$ cat src/rtl/demultiplexer_reg_pkg.sv
// Shared constants and types for the registered 1-to-2 demultiplexer.
// Optional transfer counters are enabled by DEMUX_STATS_EN.
package demultiplexer_reg_pkg;

    localparam logic SEL_A = 1'b0;
    localparam logic SEL_B = 1'b1;

    localparam int DEFAULT_N  = 8;
    localparam int DEFAULT_CW = 16;

    typedef enum logic {
        SLOT_EMPTY = 1'b0,
        SLOT_FULL  = 1'b1
    } slot_state_t;

endpackage

$ cat src/rtl/demultiplexer_reg_if.sv
// Producer-side and two consumer-side valid/ready handshakes of the demultiplexer.
interface demultiplexer_reg_if #(
    parameter int N = 8
);
    logic [N-1:0] in;
    logic         Sel;
    logic         in_valid;
    logic         in_ready;
    logic [N-1:0] out_a;
    logic         out_a_valid;
    logic         out_a_ready;
    logic [N-1:0] out_b;
    logic         out_b_valid;
    logic         out_b_ready;

    modport master (
        output in, Sel, in_valid, out_a_ready, out_b_ready,
        input  in_ready, out_a, out_a_valid, out_b, out_b_valid
    );

    modport slave (
        input  in, Sel, in_valid, out_a_ready, out_b_ready,
        output in_ready, out_a, out_a_valid, out_b, out_b_valid
    );
endinterface

$ cat src/rtl/demultiplexer_reg_slot.sv
// One-entry valid/ready holding register; free means a load may be taken this cycle.
module demux_slot
    import demultiplexer_reg_pkg::*;
#(
    parameter int N = DEFAULT_N
) (
    input  logic         clk,
    input  logic         rst,
    input  logic         load,
    input  logic [N-1:0] din,
    output logic [N-1:0] dout,
    output logic         valid,
    input  logic         ready,
    output logic         free
);
    slot_state_t  r_state;
    logic [N-1:0] r_data;

    // Data is only ever overwritten by a load, so a drained slot keeps its last word.
    always_ff @(posedge clk or posedge rst) begin
        if (rst) begin
            r_state <= SLOT_EMPTY;
            r_data  <= '0;
        end else if (load) begin
            r_state <= SLOT_FULL;
            r_data  <= din;
        end else if (r_state == SLOT_FULL && ready) begin
            r_state <= SLOT_EMPTY;
        end
    end

    assign dout  = r_data;
    assign valid = (r_state == SLOT_FULL);
    assign free  = (r_state == SLOT_EMPTY) || ready;
endmodule

$ cat src/rtl/demultiplexer_reg.sv
// Registered 1-to-2 demultiplexer steering one word per cycle to channel a or b.
// Define DEMUX_STATS_EN to add per-channel accepted-word counters cnt_a/cnt_b.
module demultiplexer_reg
    import demultiplexer_reg_pkg::*;
#(
    parameter int N  = DEFAULT_N
`ifdef DEMUX_STATS_EN
   ,parameter int CW = DEFAULT_CW
`endif
) (
    input  logic                clk,
    input  logic                rst,
    demultiplexer_reg_if.slave  bus
`ifdef DEMUX_STATS_EN
   ,output logic [CW-1:0]       cnt_a,
    output logic [CW-1:0]       cnt_b
`endif
);
    logic w_free_a;
    logic w_free_b;
    logic w_accept;
    logic w_load_a;
    logic w_load_b;

    assign bus.in_ready = (bus.Sel == SEL_B) ? w_free_b : w_free_a;
    assign w_accept     = bus.in_valid && bus.in_ready;
    assign w_load_a     = w_accept && (bus.Sel == SEL_A);
    assign w_load_b     = w_accept && (bus.Sel == SEL_B);

    demux_slot #(.N(N)) u_slot_a (
        .clk   (clk),
        .rst   (rst),
        .load  (w_load_a),
        .din   (bus.in),
        .dout  (bus.out_a),
        .valid (bus.out_a_valid),
        .ready (bus.out_a_ready),
        .free  (w_free_a)
    );

    demux_slot #(.N(N)) u_slot_b (
        .clk   (clk),
        .rst   (rst),
        .load  (w_load_b),
        .din   (bus.in),
        .dout  (bus.out_b),
        .valid (bus.out_b_valid),
        .ready (bus.out_b_ready),
        .free  (w_free_b)
    );

`ifdef DEMUX_STATS_EN
    logic [CW-1:0] r_cnt_a;
    logic [CW-1:0] r_cnt_b;

    // Counters wrap naturally at 2^CW.
    always_ff @(posedge clk or posedge rst) begin
        if (rst) begin
            r_cnt_a <= '0;
            r_cnt_b <= '0;
        end else begin
            if (w_load_a) r_cnt_a <= r_cnt_a + 1'b1;
            if (w_load_b) r_cnt_b <= r_cnt_b + 1'b1;
        end
    end

    assign cnt_a = r_cnt_a;
    assign cnt_b = r_cnt_b;
`endif
endmodule

$ cat src/flat_wrapper.sv
// flat-port wrapper written by rule: the top's interface ports become plain ports
module demultiplexer_reg_flat import demultiplexer_reg_pkg::*;
#(
    parameter int N  = DEFAULT_N

)
  (clk, rst, bus_in, bus_Sel, bus_in_valid, bus_out_a_ready, bus_out_b_ready, bus_in_ready, bus_out_a, bus_out_a_valid, bus_out_b, bus_out_b_valid);
  demultiplexer_reg_if #(.N(N)) bus_i ();
  input  logic clk;
  input  logic rst;
  input wire logic [$bits(bus_i.in)-1:0] bus_in;
  input wire logic [$bits(bus_i.Sel)-1:0] bus_Sel;
  input wire logic [$bits(bus_i.in_valid)-1:0] bus_in_valid;
  input wire logic [$bits(bus_i.out_a_ready)-1:0] bus_out_a_ready;
  input wire logic [$bits(bus_i.out_b_ready)-1:0] bus_out_b_ready;
  output wire logic [$bits(bus_i.in_ready)-1:0] bus_in_ready;
  output wire logic [$bits(bus_i.out_a)-1:0] bus_out_a;
  output wire logic [$bits(bus_i.out_a_valid)-1:0] bus_out_a_valid;
  output wire logic [$bits(bus_i.out_b)-1:0] bus_out_b;
  output wire logic [$bits(bus_i.out_b_valid)-1:0] bus_out_b_valid;
  assign bus_i.in = bus_in;
  assign bus_i.Sel = bus_Sel;
  assign bus_i.in_valid = bus_in_valid;
  assign bus_i.out_a_ready = bus_out_a_ready;
  assign bus_i.out_b_ready = bus_out_b_ready;
  assign bus_in_ready = bus_i.in_ready;
  assign bus_out_a = bus_i.out_a;
  assign bus_out_a_valid = bus_i.out_a_valid;
  assign bus_out_b = bus_i.out_b;
  assign bus_out_b_valid = bus_i.out_b_valid;
  demultiplexer_reg #(.N(N)) u_core (.clk(clk), .rst(rst), .bus(bus_i));
endmodule
$ cat config.mk
export PLATFORM = sky130hd
export DESIGN_NAME = demultiplexer_reg_flat
export DESIGN_NICKNAME = d
export VERILOG_FILES = /design/src/rtl/demultiplexer_reg_pkg.sv /design/src/rtl/demultiplexer_reg_if.sv /design/src/rtl/demultiplexer_reg_slot.sv /design/src/rtl/demultiplexer_reg.sv /design/src/flat_wrapper.sv
export SDC_FILE = /design/constraint.sdc
export NUM_CORES = 1
export LEC_CHECK = 0
export CORE_UTILIZATION = 35
export CTS_BUF_LIST = sky130_fd_sc_hd__clkbuf_4 sky130_fd_sc_hd__clkbuf_8 sky130_fd_sc_hd__clkbuf_16
export CTS_CLUSTER_SIZE = 10
export DETAILED_ROUTE_END_ITERATION = 12
export GPL_ROUTABILITY_DRIVEN = 0
export MAX_ROUTING_LAYER = met4
export PLACE_DENSITY_LB_ADDON = 0.3
export SLEW_MARGIN = 5
export SYNTH_ARGS = -nofsm -noshare
export SYNTH_HDL_FRONTEND = slang
export SYNTH_SLANG_ARGS = --single-unit
$ cat constraint.sdc
create_clock -name clk -period 1.4 [get_ports clk]
set_clock_uncertainty 0.15 [all_clocks]
set_input_delay 0.14 -clock clk [delete_from_list [all_inputs] [get_ports clk]]
set_output_delay 0.14 -clock clk [all_outputs]
set_load 0.005 [all_outputs]
==> out/qor.csv, run 1 <==
metric,value,unit
"Hold Vio Cnt, Final",0,
initial antenna violation count,0,
# port buffers,32,
final worst-path cycle share,1.04,
Worst Setup End Kind,register,
P_sw,321,uW
number of CTS-inserted buffers,3,
Routed WL per cell,13.9,um
status,"complete, but fails checks",
crit path time final,1.45,ns
mapped cell area,707,sq um
failing checks,setup timing,
Core Area,1800,sq um
final worst setup slack,-0.0527,ns
max-cap violation count,0,
Detailed Route Iter0 Violations,0,
CP Launch Type,register,
Clk pwr share,0.228,
Cell Pwr Density,1120,nW/um^2
row cnt,15,
CTS tree,yes,
cell with the most instances after synthesis,dfrtp_1,
final slew viol count,0,
"FFs w/ async S/R, synth",1.00,
flip-flop and latch area,450,sq um
"top cells by count, synth","dfrtp_1 (18), mux2_2 (16), inv_1 (2)",
Die Wd,46.9,um
dominant synthesized flop cell,dfrtp_1,
RSZ-0062 raised after global routing,true,
Syn Nets,59,
Critical Path Max Stage Delay,0.41,ns
max frequency,688,MHz
first-pass GRT wire length,2130,um
clock sink total,18,
Layout Nets,103,
share of cells above drive strength 1,0.375,
largest net degree at the start of global routing,19,
Worst Tran Pin Value,0.244,ns
Clock Latency Late Sink,0.28,ns
die height,46.9,um
CP cell instances,"nand2b_4, nor3b_4, buf_6, mux2_4",
TNS Setup,-0.335,ns
switching share of total power,0.237,
DR vias/cell,4.53,
slowest CP cell,dfrtp_1,
placed instance count,105,
Rel. slew slack,0.837,
antenna-violating nets left,0,
# DRC,0,
GR Util All Layers,0.143,
via count,512,
final core utilization,0.668,
Multi-input gate area,314,sq um
CP Data Required Time,1.43,ns
Yosys top cell area share,0.637,
Pre-antenna DRT Iters,1,
Post-DP HPWL,1040,um
Crit Path Max Fanout,5,
worst hold path class,input port to async pin,
Crit Path Category,register to register,
Synth area leaders,"dfrtp_1 (64%), mux2_2 (25%), nor3b_4 (2.7%)",
number of flops mapped to enable cells by yosys,0,
Initial Utilization,0.392,
H-tree Lvls,1,
"Distinct cells, synth",12,
synth warn,0,
Leak Pwr,0.578,nW
Seq pwr share,0.484,
peak supply drop,0.000651,V
#FFs+latches synth,18,
"Avg Cell Area, Syn",15.7,sq um
crit path DAT,1.48,ns
num ports,33,
Int Pwr,1.03,mW
CTS Buffer Depth,2,
sequential share of the synthesized area,0.637,
"non-filler cells, final",113,
R2R depth,4,
final setup vio count,8,
r2r endpoint,u_core.u_slot_a.dout[1],
WL final,1570,um
Comb pwr share,0.288,
R2R setup slack,-0.05,ns
grt ovf,0,
Die ar.,2200,sq um
leading area contributor after synthesis,dfrtp_1,
clk slew on worst S/H paths,0.10,ns
CTS root buf,clkbuf_4,
vias in the first global route,501,
Worst R2R Start,u_core.u_slot_a.valid,
ANT cells,0,
synth-to-layout area growth,70.3,%
final-layout fill cell count,145,
Post-Syn Instances,45,
## metrics by stage
step | cell area [sq um] | worst slack [ns] | hold slack, ns | total power, mW
2_1_floorplan | 707 | -0.0335 | -0.0714 | 0.782
3_3_place_gp | 1080 | -0.311 | 0.322 | 1.03
3_5_place_dp | 1080 | -0.350 | 0.331 | 1.04
4_1_cts | 1120 | -0.0555 | 0.0182 | 1.30
5_1_grt | 1200 | -0.105 | 0.0561 | 1.42
6_report | 1200 | -0.0527 | 0.00930 | 1.35
## layout make-up
| class | count | area share |
|---|---|---|
| Multi-Input combinational cell | 25 | 0.261 |
| Tap cell | 25 | 0.0260 |
| Inverter | 2 | 0.00624 |
| Clock buffer | 4 | 0.0301 |
| Sequential cell | 18 | 0.374 |
| Timing Repair Buffer | 39 | 0.302 |
## what timing repair did
action | in CTS | in global routing
setup buffers | 2 | 2
setup endpoints to repair | 35 | 16
pin swaps | 2 | 1
hold buffers | 0 | 0
gates resized for setup | 26 | 16
## state kept, by name, summed over array words and instances, names as in the netlist
register / count
u_core.u_slot_b.dout: 8
u_core.u_slot_b.valid: 1
u_core.u_slot_a.dout: 8
u_core.u_slot_a.valid: 1
## per-layer routing
metal | wire, um | track usage | share of wire
met4 | 23 | 0.0514 | 0.015
met1 | 690 | 0.183 | 0.44
met2 | 763 | 0.228 | 0.49
met3 | 93 | 0.0231 | 0.059
met5 | 0 | - | 0
## worst max-delay path by stage
stage,start,to,slack [ns],cells after the start
4_1_cts,u_core.u_slot_a.valid,u_core.u_slot_a.dout[2],-0.06,4
6_report,u_core.u_slot_a.valid,u_core.u_slot_a.dout[1],-0.05,4
2_1_floorplan,u_core.u_slot_a.valid,u_core.u_slot_a.dout[0],-0.03,3
3_3_place_gp,bus_Sel,u_core.u_slot_b.dout[1],-0.31,4
3_5_place_dp,bus_Sel,u_core.u_slot_b.dout[1],-0.35,4
5_1_grt,u_core.u_slot_a.valid,u_core.u_slot_a.dout[1],-0.10,4
## cells by family after synthesis
logic type      synth area share
simple gates              0.0832
mux                        0.255
compound gates            0.0141
buf+inv                   0.0106
flops                      0.637
## power by group through the flow
stage | logic [mW] | registers (mW) | clock network, mW
5_1_grt | 0.416 | 0.665 | 0.336
6_report | 0.389 | 0.656 | 0.309
3_3_place_gp | 0.365 | 0.663 | 0
2_1_floorplan | 0.113 | 0.669 | 0
4_1_cts | 0.332 | 0.652 | 0.315
3_5_place_dp | 0.373 | 0.666 | 0
## critical path: cells and delay by family (launching register included)
kind | cells | cell delay [ns]
flip-flops | 1 | 0.41
AND/OR/NAND/NOR | 2 | 0.31
multiplexers | 1 | 0.30
buffers and inverters | 1 | 0.17
## placed cells by master, fill, tap and decap left out, types with 2 or more instances in the layout
cell type        count
buf_6                2
dfrtp_1             18
clkbuf_4             3
dlygate4sd2_1       19
inv_1                2
mux2_4              13
buf_4                4
clkdlybuf4s50_1     12
mux2_2               3
(Power assumes the default switching activity.)
==> run 2: changes to the inputs <==
- CTS_BUF_LIST: sky130_fd_sc_hd__clkbuf_4 sky130_fd_sc_hd__clkbuf_8 sky130_fd_sc_hd__clkbuf_16 -> sky130_fd_sc_hd__clkbuf_16
==> out/qor.csv, run 2 (synthesis results as in run 1) <==
metric,value,unit,change
Worst Tran Pin Value,0.229,ns,was 0.244 ns
Layout Nets,101,,was 103
failing checks,setup timing,,unchanged
final setup vio count,9,,was 8
Pre-antenna DRT Iters,1,,unchanged
overall power,1.63,mW,was 1.35 mW
Worst Setup End Kind,register,,unchanged
"non-filler cells, final",111,,was 113
R2R depth,4,,unchanged
DR vias/cell,4.57,,was 4.53
R2R setup slack,-0.06,ns,was -0.05 ns
most frequent cells in the layout,"dfrtp_1 (18), clkdlybuf4s50_1 (17), dlymetal6s2s_1 (12)",,"was dlygate4sd2_1 (19), dfrtp_1 (18), mux2_4 (13)"
antenna-violating nets left,0,,unchanged
crit path launch,u_core.u_slot_a.valid,,unchanged
synth-to-layout area growth,79.8,%,was 70.3%
# DRC,0,,unchanged
Core Area,1800,sq um,unchanged
Critical Path Max Stage Delay,0.40,ns,was 0.41 ns
largest net degree at the start of global routing,19,,unchanged
final slew viol count,0,,unchanged
slowest CP cell,dfrtp_1,,unchanged
Detailed Route Iter0 Violations,0,,unchanged
Critical Path End,u_core.u_slot_a.dout[1],,unchanged
# hold bufs at CTS,0,,unchanged
clock sink total,18,,unchanged
number of CTS-inserted buffers,3,,unchanged
share of cells above drive strength 1,0.337,,was 0.375
initial antenna violation count,0,,unchanged
Crit Path Category,register to register,,unchanged
GR Util All Layers,0.163,,was 0.143
Die ar.,2200,sq um,unchanged
TNS Setup,-0.377,ns,was -0.335 ns
status,"complete, but fails checks",,unchanged
die height,46.9,um,unchanged
via count,507,,was 512
max frequency,686,MHz,was 688 MHz
grt ovf,0,,unchanged
CTS Buffer Depth,2,,unchanged
max-cap violation count,0,,unchanged
final worst-path cycle share,1.04,,about the same
Cell Pwr Density,1280,nW/um^2,was 1120 nW/um^2
final worst setup slack,-0.0570,ns,was -0.0527 ns
Rel. slew slack,0.847,,was 0.837
Routed WL per cell,14.2,um,was 13.9 um
worst hold path class,input port to async pin,,unchanged
Initial Utilization,0.392,,unchanged
WL final,1580,um,was 1570 um
CTS root buf,clkbuf_16,,was clkbuf_4
H-tree Lvls,1,,unchanged
# port buffers,32,,unchanged
clk slew on worst S/H paths,0.05,ns,was 0.10 ns
r2r endpoint,u_core.u_slot_a.dout[1],,unchanged
buffers plus inverters on the worst setup path,1,,unchanged
row cnt,15,,unchanged
critical path depth,4,,unchanged
Worst R2R Start,u_core.u_slot_a.valid,,unchanged
first-pass GRT wire length,2340,um,was 2130 um
placed instance count,105,,unchanged
crit path DAT,1.43,ns,was 1.48 ns
CP Data Required Time,1.38,ns,was 1.43 ns
RSZ-0062 raised after global routing,true,,unchanged
CTS tree,yes,,unchanged
Die Wd,46.9,um,unchanged
"most common cell after layout, fill and taps aside",dfrtp_1,,was dlygate4sd2_1
final-layout fill cell count,136,,was 145
Post-DP HPWL,1040,um,unchanged
"Hold Vio Cnt, Final",0,,unchanged
peak supply drop,0.000828,V,was 0.000651 V
CP Launch Type,register,,unchanged
crit-path leading delay family,flip-flops,,unchanged
ANT cells,0,,unchanged
Leak Pwr,0.667,nW,was 0.578 nW
CP cell instances,"nand2b_4, nor3b_4, buf_6, mux2_4",,unchanged
Crit Path Max Fanout,5,,unchanged
vias in the first global route,537,,was 501
num ports,33,,unchanged
crit path time final,1.46,ns,was 1.45 ns
Clock Latency Late Sink,0.24,ns,was 0.28 ns
-- run 2: cell types whose count changed in the layout (fill, tap and decap cells not counted), sizes merged --
cell,delta
dlygate4sd2,-17
buf,-2
clkbuf,-1
clkinv,+1
clkdlybuf4s50,+5
dlymetal6s2s,+12
-- run 2: stage by stage --
step / hold WS [ns] / utilization / area [sq um] / setup slack (ns)
CTS: 0.0726 / 0.671 / 1210 / -0.0514
detailed placement: 0.331 / 0.600 / 1080 / -0.350
global placement: 0.322 / 0.600 / 1080 / -0.311
floorplan: -0.0714 / - / 707 / -0.0335
global route: 0.120 / 0.706 / 1270 / -0.0998
finish: 0.0623 / 0.706 / 1270 / -0.0570
-- run 2: final cells by class --
cell class                      instances  area [sq um]  area share
Multi-Input combinational cell         25           303       0.238
Clock inverter                          1          3.75     0.00295
Timing Repair Buffer                   37           400       0.315
Tap cell                               25          31.3      0.0246
Sequential cell                        18           450       0.354
Clock buffer                            3          75.1      0.0591
Inverter                                2          7.51     0.00591
-- run 2: power breakdown --
group	total [mW]	leakage, nW	switching (mW)	internal (mW)
Combinational	0.408	0.416	0.118	0.291
Clock	0.556	0.0385	0.177	0.379
Sequential	0.662	0.212	0.0510	0.611
Total	1.63	0.667	0.346	1.28
-- run 2: worst min path at each step --
| stage | startpoint | endpoint | slack (ns) | cells after the start |
|---|---|---|---|---|
| after detailed placement | rst | u_core.u_slot_a.dout[4] | 0.33 | 3 |
| after CTS | rst | u_core.u_slot_b.dout[3] | 0.07 | 3 |
| after global routing | rst | u_core.u_slot_b.dout[2] | 0.12 | 3 |
| after global placement | rst | u_core.u_slot_a.dout[6] | 0.32 | 3 |
| final | rst | u_core.u_slot_a.dout[4] | 0.06 | 3 |
| after floorplan | rst | u_core.u_slot_a.dout[0] | -0.07 | 1 |
-- run 2: what timing repair did --
action                     in CTS  in global routing
buffers inserted                2                  0
hold endpoints to repair        0                  0
setup endpoints to repair      19                 20
pin swaps                       2                  0
resized for setup              11                 23
-- run 2: metal layers --
layer,track usage,wire [um],up-vias
met5,-,0,-
met4,0.0857,36,0
met3,0.0346,82,4
met2,0.258,768,22
met1,0.195,689,243
li1,-,-,238
-- run 2: tightest hold or removal path: cells and delay by family --
family	cells	cell delay [ns]
buf+inv	3	0.68
==> run 3: changes to the inputs <==
- CORE_UTILIZATION: 35 -> 36
- SETUP_SLACK_MARGIN: unset -> 0.05
- SYNTH_HIERARCHICAL: unset -> 1
==> out/qor.csv, run 3 <==
metric,value,unit,change
via count,493,,was 507
"Distinct cells, synth",7,,was 12
die height,48.5,um,was 46.9 um
#FFs+latches synth,18,,unchanged
max-cap violation count,0,,unchanged
leading area contributor after synthesis,dfrtp_1,,unchanged
r2r endpoint,u_core/u_slot_a/dout[6],,was u_core.u_slot_a.dout[1]
WL final,1520,um,was 1580 um
buffers plus inverters on the worst setup path,1,,unchanged
slowest CP cell,dfrtp_1,,unchanged
overall power,1.64,mW,was 1.63 mW
first-pass GRT wire length,2480,um,was 2340 um
number of CTS-inserted buffers,3,,unchanged
Worst Setup End Kind,register,,unchanged
CP Data Required Time,1.38,ns,about the same
Die ar.,2350,sq um,was 2200 sq um
largest net degree at the start of global routing,11,,was 19
clock sink total,18,,unchanged
crit-path leading delay family,flip-flops,,unchanged
"FFs w/ async S/R, synth",1.00,,unchanged
peak supply drop,0.000811,V,was 0.000828 V
CTS tree,yes,,unchanged
final slew viol count,0,,unchanged
placed instance count,105,,unchanged
Synth area leaders,"dfrtp_1 (58%), mux2_4 (33%), nand2b_1 (3.2%)",,"was dfrtp_1 (64%), mux2_2 (25%), nor3b_4 (2.7%)"
Rel. slew slack,0.763,,was 0.847
initial antenna violation count,0,,unchanged
RSZ-0062 raised after global routing,true,,unchanged
Detailed Route Iter0 Violations,3,,was 0
final worst-path cycle share,0.999,,was 1.04
Critical Path Max Stage Delay,0.40,ns,about the same
num ports,33,,unchanged
TNS Setup,0,ns,was -0.377 ns
Syn Nets,59,,unchanged
R2R depth,4,,unchanged
clk slew on worst S/H paths,0.05,ns,about the same
Leak Pwr,0.630,nW,was 0.667 nW
status,"complete, no violations",,"was complete, but fails checks"
WHS,0.0313,ns,was 0.0623 ns
GR Util All Layers,0.151,,was 0.163
H-tree Lvls,1,,unchanged
critical path depth,4,,unchanged
most frequent cells in the layout,"dlygate4sd2_1 (20), dfrtp_1 (18), mux2_4 (17)",,"was dfrtp_1 (18), clkdlybuf4s50_1 (17), dlymetal6s2s_1 (12)"
synth warn,6,,was 0
Crit Path Category,register to register,,unchanged
Worst Tran Pin Value,0.355,ns,was 0.229 ns
Multi-input gate area,317,sq um,was 303 sq um
"Avg Cell Area, Syn",17.3,sq um,was 15.7 sq um
Critical Path End,u_core/u_slot_a/dout[6],,was u_core.u_slot_a.dout[1]
ANT cells,0,,unchanged
CTS Buffer Depth,2,,unchanged
sequential share of the synthesized area,0.579,,was 0.637
synth-to-layout area growth,64.0,%,was 79.8%
crit path time final,1.40,ns,was 1.46 ns
dominant synthesized flop cell,dfrtp_1,,unchanged
Crit Path Max Fanout,9,,was 5
row cnt,16,,was 15
R2R setup slack,0.001,ns,was -0.06 ns
vias in the first global route,523,,was 537
Core Area,2000,sq um,was 1800 sq um
CTS root buf,clkbuf_16,,unchanged
CP Launch Type,register,,unchanged
crit path launch,u_core/u_slot_a/valid,,was u_core.u_slot_a.valid
Worst R2R Start,u_core/u_slot_a/valid,,was u_core.u_slot_a.valid
"most common cell after layout, fill and taps aside",dlygate4sd2_1,,was dfrtp_1
"Hold Vio Cnt, Final",0,,unchanged
CP cell instances,"nand2b_4, and3b_2, buf_12, mux2_4",,"was nand2b_4, nor3b_4, buf_6, mux2_4"
Die Wd,48.5,um,was 46.9 um
cell with the most instances after synthesis,dfrtp_1,,unchanged
Layout Nets,103,,was 101
max frequency,715,MHz,was 686 MHz
# port buffers,32,,unchanged
grt ovf,0,,unchanged
worst hold path class,input port to async pin,,unchanged
final core utilization,0.638,,was 0.706
Initial Utilization,0.389,,was 0.392
final-layout fill cell count,152,,was 136
Cell Pwr Density,1280,nW/um^2,about the same
crit path DAT,1.37,ns,was 1.43 ns
mapped cell area,778,sq um,was 707 sq um
"non-filler cells, final",115,,was 111
flip-flop and latch area,450,sq um,unchanged
share of cells above drive strength 1,0.386,,was 0.337
Pre-antenna DRT Iters,4,,was 1
Yosys top cell area share,0.579,,was 0.637
final setup vio count,0,,was 9
Routed WL per cell,13.2,um,was 14.2 um
antenna-violating nets left,0,,unchanged
# DRC,0,,unchanged
number of flops mapped to enable cells by yosys,0,,unchanged
Post-Syn Instances,45,,unchanged
Clock Latency Late Sink,0.24,ns,about the same
"top cells by count, synth","dfrtp_1 (18), mux2_4 (17), nand2b_1 (4), buf_6 (2), inv_1 (2)",,"was dfrtp_1 (18), mux2_2 (16), inv_1 (2)"
DR vias/cell,4.29,,was 4.57
run 3: changes by cell type after synthesis, sizes merged:
cell and delta:
mux2 +1, a21oi -1, and3b +1, nor3b -1, nand2b +2, and3 +1, nand2 -1, nor2b -1
o21ai -1, nor2 -2, buf +2
run 3: final cells by class:
| type | count | share of cell area |
|---|---|---|
| flip-flops and latches | 18 | 0.353 |
| well taps | 27 | 0.0265 |
| multi-input cells | 23 | 0.248 |
| clock inverters | 1 | 0.00294 |
| clock buffers | 3 | 0.0588 |
| inverters | 2 | 0.00588 |
| repair buffers | 41 | 0.305 |
run 3: logic make-up after synthesis:
family	synth area share
DFF	0.579
and+or+nand+nor	0.0547
buffers and inverters	0.0386
muxes	0.328
run 3: where the power goes:
group	switching [mW]	internal (mW)
logic	0.122	0.301
registers	0.0477	0.613
clock network	0.175	0.379
run 3: worst reg2reg max path: stages (launching register included):
cell	delay, ns
dfrtp_1	0.40
nand2b_4	0.08
and3b_2	0.21
buf_12	0.14
mux2_4	0.30
run 3: metal layers:
| metal | track usage | vias up | part of all wire |
|---|---|---|---|
| li1 | - | 241 | - |
| met1 | 0.198 | 235 | 0.48 |
| met2 | 0.211 | 17 | 0.48 |
| met3 | 0.0377 | 0 | 0.045 |
| met4 | 0.0882 | 0 | 0 |
| met5 | - | - | 0 |
run 3: stage by stage:
step,setup WS [ns],instance area (sq um)
2_1_floorplan,0.0423,778
3_3_place_gp,-0.304,1160
3_5_place_dp,-0.302,1160
4_1_cts,0.000246,1270
5_1_grt,-0.0338,1280
6_report,0.00127,1280
run 3: timing repair:
item / 4_1_cts / 5_1_grt
endpoints found under the setup margin: 35 / 17
hold buffers: 0 / 0
setup buffers: 5 / 1
gates resized for setup: 28 / 0
run 3: worst min path at each step:
stage | slack, ns | start | cells after the start | end
6_report | 0.03 | rst | 2 | u_core/u_slot_a/dout[0]
3_5_place_dp | 0.31 | rst | 2 | u_core/u_slot_a/dout[1]
3_3_place_gp | 0.31 | rst | 2 | u_core/u_slot_a/dout[1]
5_1_grt | 0.08 | rst | 2 | u_core/u_slot_a/dout[6]
2_1_floorplan | -0.18 | rst | 1 | u_core/u_slot_a/dout[0]
4_1_cts | 0.05 | rst | 2 | u_core/u_slot_a/dout[1]
